--- src/rtl/keypad_scanner.sv ---
// 4x4 active-low keypad scanner with press/release debounce and a 1-cycle strobe per key.
// Optional auto-repeat while a key is held: define KEYPAD_AUTOREPEAT_EN.
module keypad_scanner #(
    parameter int SCAN_DIV      = 1000,
    parameter int DEBOUNCE_CNT  = 50000,
    parameter int REPEAT_DELAY  = 5000000,
    parameter int REPEAT_PERIOD = 1000000
) (
    input  logic       clk,
    input  logic       reset_n,
    input  logic [3:0] row_in,
    output logic [3:0] col_out,
    output logic [3:0] key_value,
    output logic       key_valid,
    output logic       key_held,
    output logic [1:0] dbg_state
);

    typedef enum logic [1:0] {
        SCAN      = 2'd0,
        DEB_PRESS = 2'd1,
        HELD      = 2'd2,
        DEB_REL   = 2'd3
    } state_t;

    localparam int SLOT_W = (SCAN_DIV > 2) ? $clog2(SCAN_DIV) : 1;
    localparam int DEB_W  = (DEBOUNCE_CNT > 2) ? $clog2(DEBOUNCE_CNT) : 1;
    localparam logic [SLOT_W-1:0] SLOT_LAST = SLOT_W'(SCAN_DIV - 1);
    localparam logic [DEB_W-1:0]  DEB_LAST  = DEB_W'(DEBOUNCE_CNT - 1);

    // Parameter sanity: the synchroniser needs two cycles of each slot to settle.
    if (SCAN_DIV < 4 || DEBOUNCE_CNT < 2 || REPEAT_DELAY < 2 || REPEAT_PERIOD < 2) begin : g_bad_cfg
        $error("keypad_scanner: SCAN_DIV>=4, DEBOUNCE_CNT>=2, REPEAT_*>=2 required");
    end

`ifdef KEYPAD_AUTOREPEAT_EN
    localparam int REP_MAX = (REPEAT_DELAY > REPEAT_PERIOD) ? REPEAT_DELAY : REPEAT_PERIOD;
    localparam int REP_W   = $clog2(REP_MAX);
    localparam logic [REP_W-1:0] DLY_LAST = REP_W'(REPEAT_DELAY - 1);
    localparam logic [REP_W-1:0] PER_LAST = REP_W'(REPEAT_PERIOD - 1);
    logic [REP_W-1:0] rep_cnt;
    logic             rep_periodic;
`endif

    state_t            state;
    logic [3:0]        row_meta;
    logic [3:0]        row_s;
    logic [3:0]        row_lat;
    logic [1:0]        col_idx;
    logic [SLOT_W-1:0] slot_cnt;
    logic [DEB_W-1:0]  deb_cnt;

    assign dbg_state = state;

    function automatic logic [3:0] col_drive(input logic [1:0] c);
        return ~(4'b0001 << c);
    endfunction

    function automatic logic single_low(input logic [3:0] r);
        return (r == 4'b1110) || (r == 4'b1101) || (r == 4'b1011) || (r == 4'b0111);
    endfunction

    function automatic logic [1:0] low_index(input logic [3:0] r);
        logic [1:0] idx;
        idx = 2'd0;
        case (r)
            4'b1101: idx = 2'd1;
            4'b1011: idx = 2'd2;
            4'b0111: idx = 2'd3;
            default: idx = 2'd0;
        endcase
        return idx;
    endfunction

    always_ff @(posedge clk or negedge reset_n) begin
        if (!reset_n) begin
            row_meta  <= 4'hF;
            row_s     <= 4'hF;
            row_lat   <= 4'hF;
            state     <= SCAN;
            col_idx   <= 2'd0;
            col_out   <= 4'b1110;
            slot_cnt  <= '0;
            deb_cnt   <= '0;
            key_value <= 4'h0;
            key_valid <= 1'b0;
            key_held  <= 1'b0;
`ifdef KEYPAD_AUTOREPEAT_EN
            rep_cnt      <= '0;
            rep_periodic <= 1'b0;
`endif
        end else begin
            row_meta  <= row_in;
            row_s     <= row_meta;
            key_valid <= 1'b0;
            case (state)
                SCAN: begin
                    if (slot_cnt == SLOT_LAST) begin
                        slot_cnt <= '0;
                        if (row_s != 4'hF) begin
                            // Column stays frozen so the same key stays visible while debouncing.
                            row_lat <= row_s;
                            deb_cnt <= '0;
                            state   <= DEB_PRESS;
                        end else begin
                            col_idx <= col_idx + 2'd1;
                            col_out <= col_drive(col_idx + 2'd1);
                        end
                    end else begin
                        slot_cnt <= slot_cnt + 1'b1;
                    end
                end
                DEB_PRESS: begin
                    if (row_s != row_lat) begin
                        deb_cnt <= '0;
                        state   <= SCAN;
                        col_idx <= col_idx + 2'd1;
                        col_out <= col_drive(col_idx + 2'd1);
                    end else if (deb_cnt == DEB_LAST) begin
                        deb_cnt <= '0;
                        state   <= HELD;
                        // Multi-low patterns (ghosting) are parked in HELD without a strobe.
                        if (single_low(row_lat)) begin
                            key_valid <= 1'b1;
                            key_value <= {low_index(row_lat), col_idx};
                            key_held  <= 1'b1;
                        end
                    end else begin
                        deb_cnt <= deb_cnt + 1'b1;
                    end
                end
                HELD: begin
                    if (row_s == 4'hF) begin
                        deb_cnt <= '0;
                        state   <= DEB_REL;
`ifdef KEYPAD_AUTOREPEAT_EN
                        rep_cnt      <= '0;
                        rep_periodic <= 1'b0;
                    end else if (key_held) begin
                        if (rep_cnt == (rep_periodic ? PER_LAST : DLY_LAST)) begin
                            key_valid    <= 1'b1;
                            rep_cnt      <= '0;
                            rep_periodic <= 1'b1;
                        end else begin
                            rep_cnt <= rep_cnt + 1'b1;
                        end
`endif
                    end
                end
                DEB_REL: begin
                    if (row_s != 4'hF) begin
                        deb_cnt <= '0;
                        state   <= HELD;
                    end else if (deb_cnt == DEB_LAST) begin
                        deb_cnt  <= '0;
                        key_held <= 1'b0;
                        state    <= SCAN;
                        col_idx  <= col_idx + 2'd1;
                        col_out  <= col_drive(col_idx + 2'd1);
                    end else begin
                        deb_cnt <= deb_cnt + 1'b1;
                    end
                end
                default: state <= SCAN;
            endcase
        end
    end

endmodule

--- config.mk ---
export PLATFORM = sky130hd
export DESIGN_NAME = keypad_scanner
export DESIGN_NICKNAME = d
export VERILOG_FILES = /design/src/rtl/keypad_scanner.sv
export SDC_FILE = /design/constraint.sdc
export NUM_CORES = 1
export LEC_CHECK = 0
export CORE_ASPECT_RATIO = 1.75
export CORE_MARGIN = 2
export CORE_UTILIZATION = 60
export DETAILED_ROUTE_END_ITERATION = 8
export PLACE_DENSITY_LB_ADDON = 0.3
export SYNTH_ARGS = -nofsm -noshare
export SYNTH_HDL_FRONTEND = slang
export SYNTH_SLANG_ARGS = --single-unit
--- constraint.sdc ---
create_clock -name clk -period 4.95 [get_ports clk]
set_input_delay 0.99 -clock clk [delete_from_list [all_inputs] [get_ports clk]]
set_output_delay 0.99 -clock clk [all_outputs]
set_load 0.02 [all_outputs]
# Word-level counts from Yosys, hierarchy flattened
# Cells that the tools add are included.
# word_totals
word_cells	92
ramBits	0
register_bits	52
rom_bits	0
output_inout_bits	12
memories	0
latchBits	0
# classes
eq_ne	24
order_cmp	0
n_reduce_logical	12
div_mod_pow	0
addsub	3
n_mux	39
multipliers	0
n_shift	1
bitwise	2
# ops
cell	count
$mux 16	6
$pmux 16 s4	1
$mux 2	12
$mux 4	5
$ne 2x2->1 const B	10
$add 16x1->16 const B	1
$eq 16x16->1 const B	1
$eq 4x4->1 const B	4
$pmux 2 s3	2
$pmux 4 s3	1
$reduce_and 6->1	2
$add 10x1->10 const B	1
$eq 10x10->1 const B	1
$mux 10	1
$mux 1	9
$pmux 2 s4	1
$ne 3x3->1 const B	2
$reduce_and 3->1	2
$reduce_and 5->1	1
$eq 2x2->1 const B	2
$eq 4x3->1 const B	1
$ne 4x4->1	1
$ne 4x4->1 const B	1
$not 4->4	1
10 further kinds	12

# Longest topological paths before layout
# Gate-level depths: netlist of the first run.
# depth
word_depth	8
ltp_mapped	7
depth_no_buf	6

# Least setup slack after synthesis of the first run
# Ideal clock, no wire load.
# synth_timing
path_kind	register to register
start	register slot_cnt[0]
end	register col_idx[1]
setup_ns	0.125
t_arrival_ns	1.978
path_slack_ns	2.848
required_ns	4.825
path_stages_with_launch	8
path_cell_list	dfrtp_1 -> ha_1 -> nand2_1 -> or4_4 -> o21ai_0 -> and3b_1 -> buf_4 -> mux2_2
# synth_via
elab_chain_cells	3
# synth_rtl
element	line	text
start: declaration	50	logic [SLOT_W-1:0] slot_cnt;
start signal: assignment	110	slot_cnt <= slot_cnt + 1'b1;
$eq 10x10->1	98	if (slot_cnt == SLOT_LAST) begin
$ne 2x2->1 (no line)	-	
$reduce_and 6->1 (no line)	-	
end signal: assignment	106	col_idx <= col_idx + 2'd1;
end signal: assignment	117	col_idx <= col_idx + 2'd1;
end signal: assignment	158	col_idx <= col_idx + 2'd1;
end: declaration	49	logic [1:0] col_idx;
# Every way passes these cells.
# A chain may end at the register's enable or synchronous reset.

# Final worst setup path of the first run
# layout_timing
start	register deb_cnt[0]
end	register col_idx[1]
# layout_via
elab_chain_cells	3
# layout_rtl
element	line	text
start: declaration	51	logic [DEB_W-1:0] deb_cnt;
start signal: assignment	129	deb_cnt <= deb_cnt + 1'b1;
start signal: assignment	161	deb_cnt <= deb_cnt + 1'b1;
$eq 16x16->1	154	end else if (deb_cnt == DEB_LAST) begin
$ne 2x2->1 (no line)	-	
$reduce_and 6->1 (no line)	-	
# Every way passes these cells.

==> run_results.csv, run 1 <==
group,metric,value,unit
outcome,run_status,"complete, no violations",
synthesis,avgSynthCellArea,10.1,µm²
worst_setup_path,critPathMaxFanout,19,
power,irDropWorstVdd,0.238,mV
placement,place_inst,311,
clocking,cts_resized,0,
route,wire_per_inst,15.7,µm
finish,fin_cells,319,
timing,worst_slack,2.21,ns
synthesis,yosysWarnings,0,
synthesis,ys_seq_area_frac,0.514,
clocking,clock_path_buffers,2,
finish,nets,281,
clocking,holdBufCountCts,0,
placement,placement.io_buffers,17,
worst_setup_path,worst-path-buf-inv,0,
synthesis,netlist_top_cells_count,"dfrtp_1, nand2_1, inv_1",
worst_setup_path,critical_path_required,5.15,ns
placement,place_congestion,0.913,
worst_hold_path,worstHoldPathType,"reg -> reg",
timing,grt_setup_unrepaired,"no",
timing,finalSetupTns,0,ns
route,drt-total-wl,4.99,mm
clocking,clk_latency,0.31,ns
grt,overflow,0,
route,antenna_left,0,
worst_setup_path,slowest_delay,0.71,ns
run,drv_cap,0,
placement,dp_slack,2.26,ns
grt,grt_usage,0.237,
synthesis,synth_nets,266,
clocking,numCtsBuffers,5,
finish,area_delta_synth_final,11.1,%
power,p_leak,1.15,nW
timing,worst_slew_pin_slew,0.911,ns
synthesis,synth_most_common_cell,"dfrtp_1",
worst_setup_path,worstSetupStartpointType,"register",
timing,finalClockSkew,0.00472,ns
synthesis,synth_seq_cells,52,
timing,fin_crit,2.74,ns
route,via_per_inst,6.13,
synthesis,ys_top_cells_by_area,"dfrtp_1, dfstp_2, nand2_1",
synthesis,synthArstFlopShare,1.00,
timing,setup_violations,0,
floorplan,initial_core_util,0.624,
worst_setup_path,cp_slowest_cell,"nand4b_1",
route,num_vias,1957,
clocking,cts_tree,"yes",
clocking,clkSinkCount,52,
synthesis,synth_top_cell_area_share,0.361,
timing,min_period_over_period,0.553,
floorplan,die_area,0.00484,mm²
worst_setup_path,path_delay_family,"simple AND/OR/NAND/NOR gates",
grt,grt_max_degree,53,
grt,grt_pass1_wl,8.65,mm
worst_setup_path,path_class,"reg -> reg",
grt,antenna_found_initial,0,
finish,fillers,338,
grt,grt_pass1_vias,1961,
floorplan,die_w,53.5,µm
timing,max_freq,0.365,GHz
timing,max_slew_margin,0.385,
synthesis,synth_area_leader_cell,"dfrtp_1",
floorplan,ios,18,
floorplan,die_h,90.5,µm
timing,drv_slew,0,
timing,hold_viol_final,0,
synthesis,synth-main-ff-cell,"dfrtp_1",
worst_setup_path,worstPathCellList,"ha_1 -> nand3_1 -> nand4b_1 -> o22ai_1 -> and3b_1 -> mux2_2",
synthesis,synth-edff-count,0,
floorplan,core-area,0.00411,mm²
power,power.density,245,mW/mm²
clocking,clockRootBuffer,"clkbuf_8",
route,drtIter0Drc,61,
placement,hpwl,3.55,mm
synthesis,netlist_area,0.00257,mm²
worst_setup_path,crit_path_end_kind,"register",
synthesis,synth_cell_types,44,
clocking,path_clk_slew,0.09,ns
clocking,cts_setup_buffers,0,
clocking,htree_levels,2,
finish,n_antenna_cell,0,
route,dr.pass1.iters,4,
worst_setup_path,crit_arrival,2.94,ns
route,drc,0,
floorplan,placementRows,31,
synthesis,syn-instance-count,254,
finish,drive_above_1_share,0.126,
[through the flow]
stage / power, W / hold slack, ns / util / cell area (µm²)
after floorplan: 0.000442 / 0.345 / - / 2570
after global routing: 0.000729 / 0.368 / 0.694 / 2850
final: 0.000700 / 0.360 / 0.694 / 2850
after CTS: 0.000705 / 0.361 / 0.694 / 2850
after detailed placement: 0.000455 / 0.347 / 0.671 / 2760
after global placement: 0.000455 / 0.346 / 0.671 / 2760
[sequential cells by signal, summed over array words and instances (netlist names)]
| signal | cells |
|---|---|
| dbg_state | 2 |
| key_value | 4 |
| deb_cnt | 16 |
| row_meta | 4 |
| col_idx | 2 |
| key_valid | 1 |
| slot_cnt | 10 |
| col_out | 4 |
| key_held | 1 |
| row_s | 4 |
| row_lat | 4 |
[kinds of logic (layout without fill, tap and decap cells)]
logic type / count (synthesis) / in the layout / synth area share
multiplexers: 9 / 9 / 0.0375
flip-flops: 52 / 52 / 0.514
buffers and inverters: 28 / 44 / 0.0429
XOR/XNOR: 14 / 14 / 0.0478
adder cells (fa/ha/maj): 6 / 6 / 0.0292
AND/OR/NAND/NOR: 91 / 91 / 0.188
AO/OA/AOI/OAI: 54 / 54 / 0.140
[path summary, 6_finish.rpt]
| kind | end | start | cells past startpoint | slack [ns] |
|---|---|---|---|---|
| worst max-delay path | col_idx[1] | deb_cnt[0] | 6 | 2.21 |
| worst min-delay path | row_s[3] | row_meta[3] | 0 | 0.36 |
| worst max register to register | col_idx[1] | deb_cnt[0] | 6 | 2.21 |
| worst min register to register | row_s[3] | row_meta[3] | 0 | 0.36 |
| max in group asynchronous | slot_cnt[4] | reset_n | 2 | 3.75 |
| min in group asynchronous | key_value[3] | reset_n | 2 | 0.78 |
[area by class of cell]
cell class | count | area, µm² | area share
sequential | 52 | 1320 | 0.463
multi-input combinational | 174 | 1140 | 0.399
timing repair buffer | 18 | 173 | 0.0605
clock buffer | 5 | 68.8 | 0.0241
inverter | 18 | 67.6 | 0.0237
tap | 49 | 61.3 | 0.0215
clock inverter | 3 | 25.0 | 0.00877
[where the power goes]
part           switching (W)  internal (W)  leakage [nW]
clock               0.000150      0.000103        0.0452
sequential        0.00000179      0.000431         0.659
combinational     0.00000946    0.00000465         0.447
[per-layer routing]
metal | wire length, µm | vias up | track usage | part of all wire
li1 | - | 942 | - | -
met1 | 1920 | 952 | 0.271 | 0.38
met2 | 2750 | 49 | 0.403 | 0.55
met3 | 170 | 14 | 0.0430 | 0.034
met4 | 156 | 0 | 0.120 | 0.031
met5 | 0 | - | 0 | 0
[layout by cell type, fill, tap and decap left out, types with 6 or more instances in the layout]
cell type        Yosys  layout
a21oi_1              6       6
a31oi_1             13      13
clkdlybuf4s50_1      0      16
dfrtp_1             37      37
dfstp_2             15      15
ha_1                 6       6
inv_1               18      18
nand2_1             22      22
nand3_1             13      13
nor2_1              17      17
o21ai_0             12      12
or3_1                6       6
xnor2_1              8       8
xor2_1               6       6
(Power assumes the default switching activity.)
==> run 2: changes to the inputs <==
- CORE_UTILIZATION: 60 -> 58
- clock period: 4.95 -> 2.82 ns (I/O delays scaled with it)
==> run 2 against run 1 <==
Register-to-register slack got worse by 1.8 ns. Sequential share of layout area fell by 0.66 points. Global-route usage fell by 0.32 points. Sequential power rose by 76%. Wire length rose by 1.6%. Flip-flop and latch count did not move. Non-clock buffer count rose by 5. Critical endpoint is now deb_cnt[3]. Largest power group unchanged. Highest routed layer unchanged.
==> run_results.csv, run 2 (synthesis gave the netlist of run 1 again) <==
group,metric,value,unit
floorplan,die_h,92.0,µm
worst_setup_path,r2r_cells,6,
timing,setup_violations,0,
worst_setup_path,crit_path_end_kind,"register",
timing,finalClockSkew,0.0106,ns
route,drt-total-wl,5.07,mm
timing,hold_viol_final,0,
timing,max_slew_margin,0.578,
placement,place_inst,318,
floorplan,die_area,0.00500,mm²
clocking,cts_setup_buffers,0,
floorplan,placementRows,32,
timing,min_period_over_period,0.839,
clocking,clkSinkCount,52,
finish,layout_commonest_cell,"dfrtp_1",
worst_setup_path,crit_arrival,2.60,ns
clocking,clock_path_buffers,2,
route,wire_per_inst,15.6,µm
clocking,cts_resized,0,
floorplan,initial_core_util,0.594,
clocking,holdBufCountCts,0,
worst_setup_path,critPathMaxFanout,13,
clocking,path_clk_slew,0.09,ns
clocking,cts_tree,"yes",
clocking,htree_levels,2,
worst_setup_path,regToRegEndpoint,"deb_cnt[3]",
timing,fin_crit,2.37,ns
outcome,run_status,"complete, no violations",
clocking,numCtsBuffers,5,
finish,largest_reg_flops,16,
timing,hold_ws,0.359,ns
clocking,clockRootBuffer,"clkbuf_8",
power,p_leak,1.18,nW
clocking,clk_latency,0.31,ns
worst_setup_path,reg2reg_slack,0.45,ns
grt,grt_usage,0.234,
grt,grt_max_degree,53,
finish,final_util,0.669,
route,num_vias,2009,
finish,reg.largest.list,"deb_cnt (16), slot_cnt (10)",
run,drv_cap,0,
finish,final_area,0.00289,mm²
floorplan,die_w,54.3,µm
floorplan,core-area,0.00432,mm²
finish,final_cell_mix,"dfrtp_1, nand2_1, inv_1",
route,antenna_left,0,
finish,nets,286,
grt,grt_pass1_wl,8.73,mm
grt,antenna_found_initial,0,
placement,hpwl,3.63,mm
worst_setup_path,path_class,"reg -> reg",
grt,overflow,0,
route,via_per_inst,6.16,
finish,area_delta_synth_final,12.7,%
worst_setup_path,critical_path_required,3.05,ns
floorplan,ios,18,
route,drtIter0Drc,41,
finish,n_antenna_cell,0,
finish,fin_cells,326,
worst_setup_path,worstSetupStartpointType,"register",
finish,drive_above_1_share,0.138,
placement,place_congestion,0.932,
timing,max_freq,0.423,GHz
worst_hold_path,worstHoldPathType,"in -> async",
timing,drv_slew,0,
finish,top_register,"deb_cnt",
placement,placed_area,0.00280,mm²
route,drc,0,
finish,fillers,347,
power,irDropWorstVdd,0.360,mV
grt,grt_pass1_vias,1934,
route,dr.pass1.iters,5,
timing,finalSetupTns,0,ns
power,power.density,423,mW/mm²
placement,placement.io_buffers,17,
timing,worst_slew_pin_slew,0.633,ns
worst_setup_path,reg2reg_from,"slot_cnt[0]",
timing,grt_setup_unrepaired,"no",
[run 2: cell types whose count changed in the layout (fill, tap and decap cells not counted), sizes merged]
cell      previous run  this run
inv                 20        18
clkinvlp             1         0
clkbuf               5         7
clkinv               0         1
buf                  2         7
[run 2: report_power, final]
group,switching (W),internal (W)
combinational,0.0000168,0.00000815
sequential,0.00000357,0.000756
clock,0.000237,0.000201
total,0.000257,0.000966
[run 2: routing by layer]
metal,up-vias,global-route usage,routed length (µm)
met1,1002,0.275,2010
li1,952,-,-
met3,14,0.0342,131
met2,41,0.386,2780
met5,-,0,0
met4,0,0.135,151
[run 2: worst max-delay path: stages (launching register included)]
cell     delay, ns
dfrtp_1       0.39
ha_1          0.18
nand2_1       0.07
or4_4         0.51
o41a_1        0.58
or3_1         0.41
o22ai_1       0.16
[run 2: worst max path at each step]
| stage | from | endpoint | slack (ns) | cells after the start |
|---|---|---|---|---|
| 6_report | slot_cnt[0] | deb_cnt[3] | 0.45 | 6 |
| 5_1_grt | slot_cnt[0] | deb_cnt[3] | 0.32 | 6 |
| 4_1_cts | slot_cnt[0] | deb_cnt[3] | 0.46 | 6 |
| 3_5_place_dp | slot_cnt[0] | deb_cnt[3] | 0.44 | 6 |
| 3_3_place_gp | slot_cnt[0] | deb_cnt[3] | 0.55 | 6 |
| 2_1_floorplan | slot_cnt[0] | col_idx[1] | 0.72 | 7 |
[run 2: area by class of cell]
class / instances / area (µm²) / area share
Multi-Input combinational cell: 174 / 1140 / 0.393
Inverter: 18 / 67.6 / 0.0233
Tap cell: 51 / 63.8 / 0.0220
Sequential cell: 52 / 1320 / 0.456
Clock buffer: 7 / 86.3 / 0.0298
Timing Repair Buffer: 23 / 210 / 0.0726
Clock inverter: 1 / 8.76 / 0.00303
[run 2: through the flow]
step / power, W / setup WS (ns)
4_1_cts: 0.00124 / 0.456
3_3_place_gp: 0.000799 / 0.546
3_5_place_dp: 0.000800 / 0.444
2_1_floorplan: 0.000776 / 0.718
6_report: 0.00122 / 0.454
5_1_grt: 0.00128 / 0.322
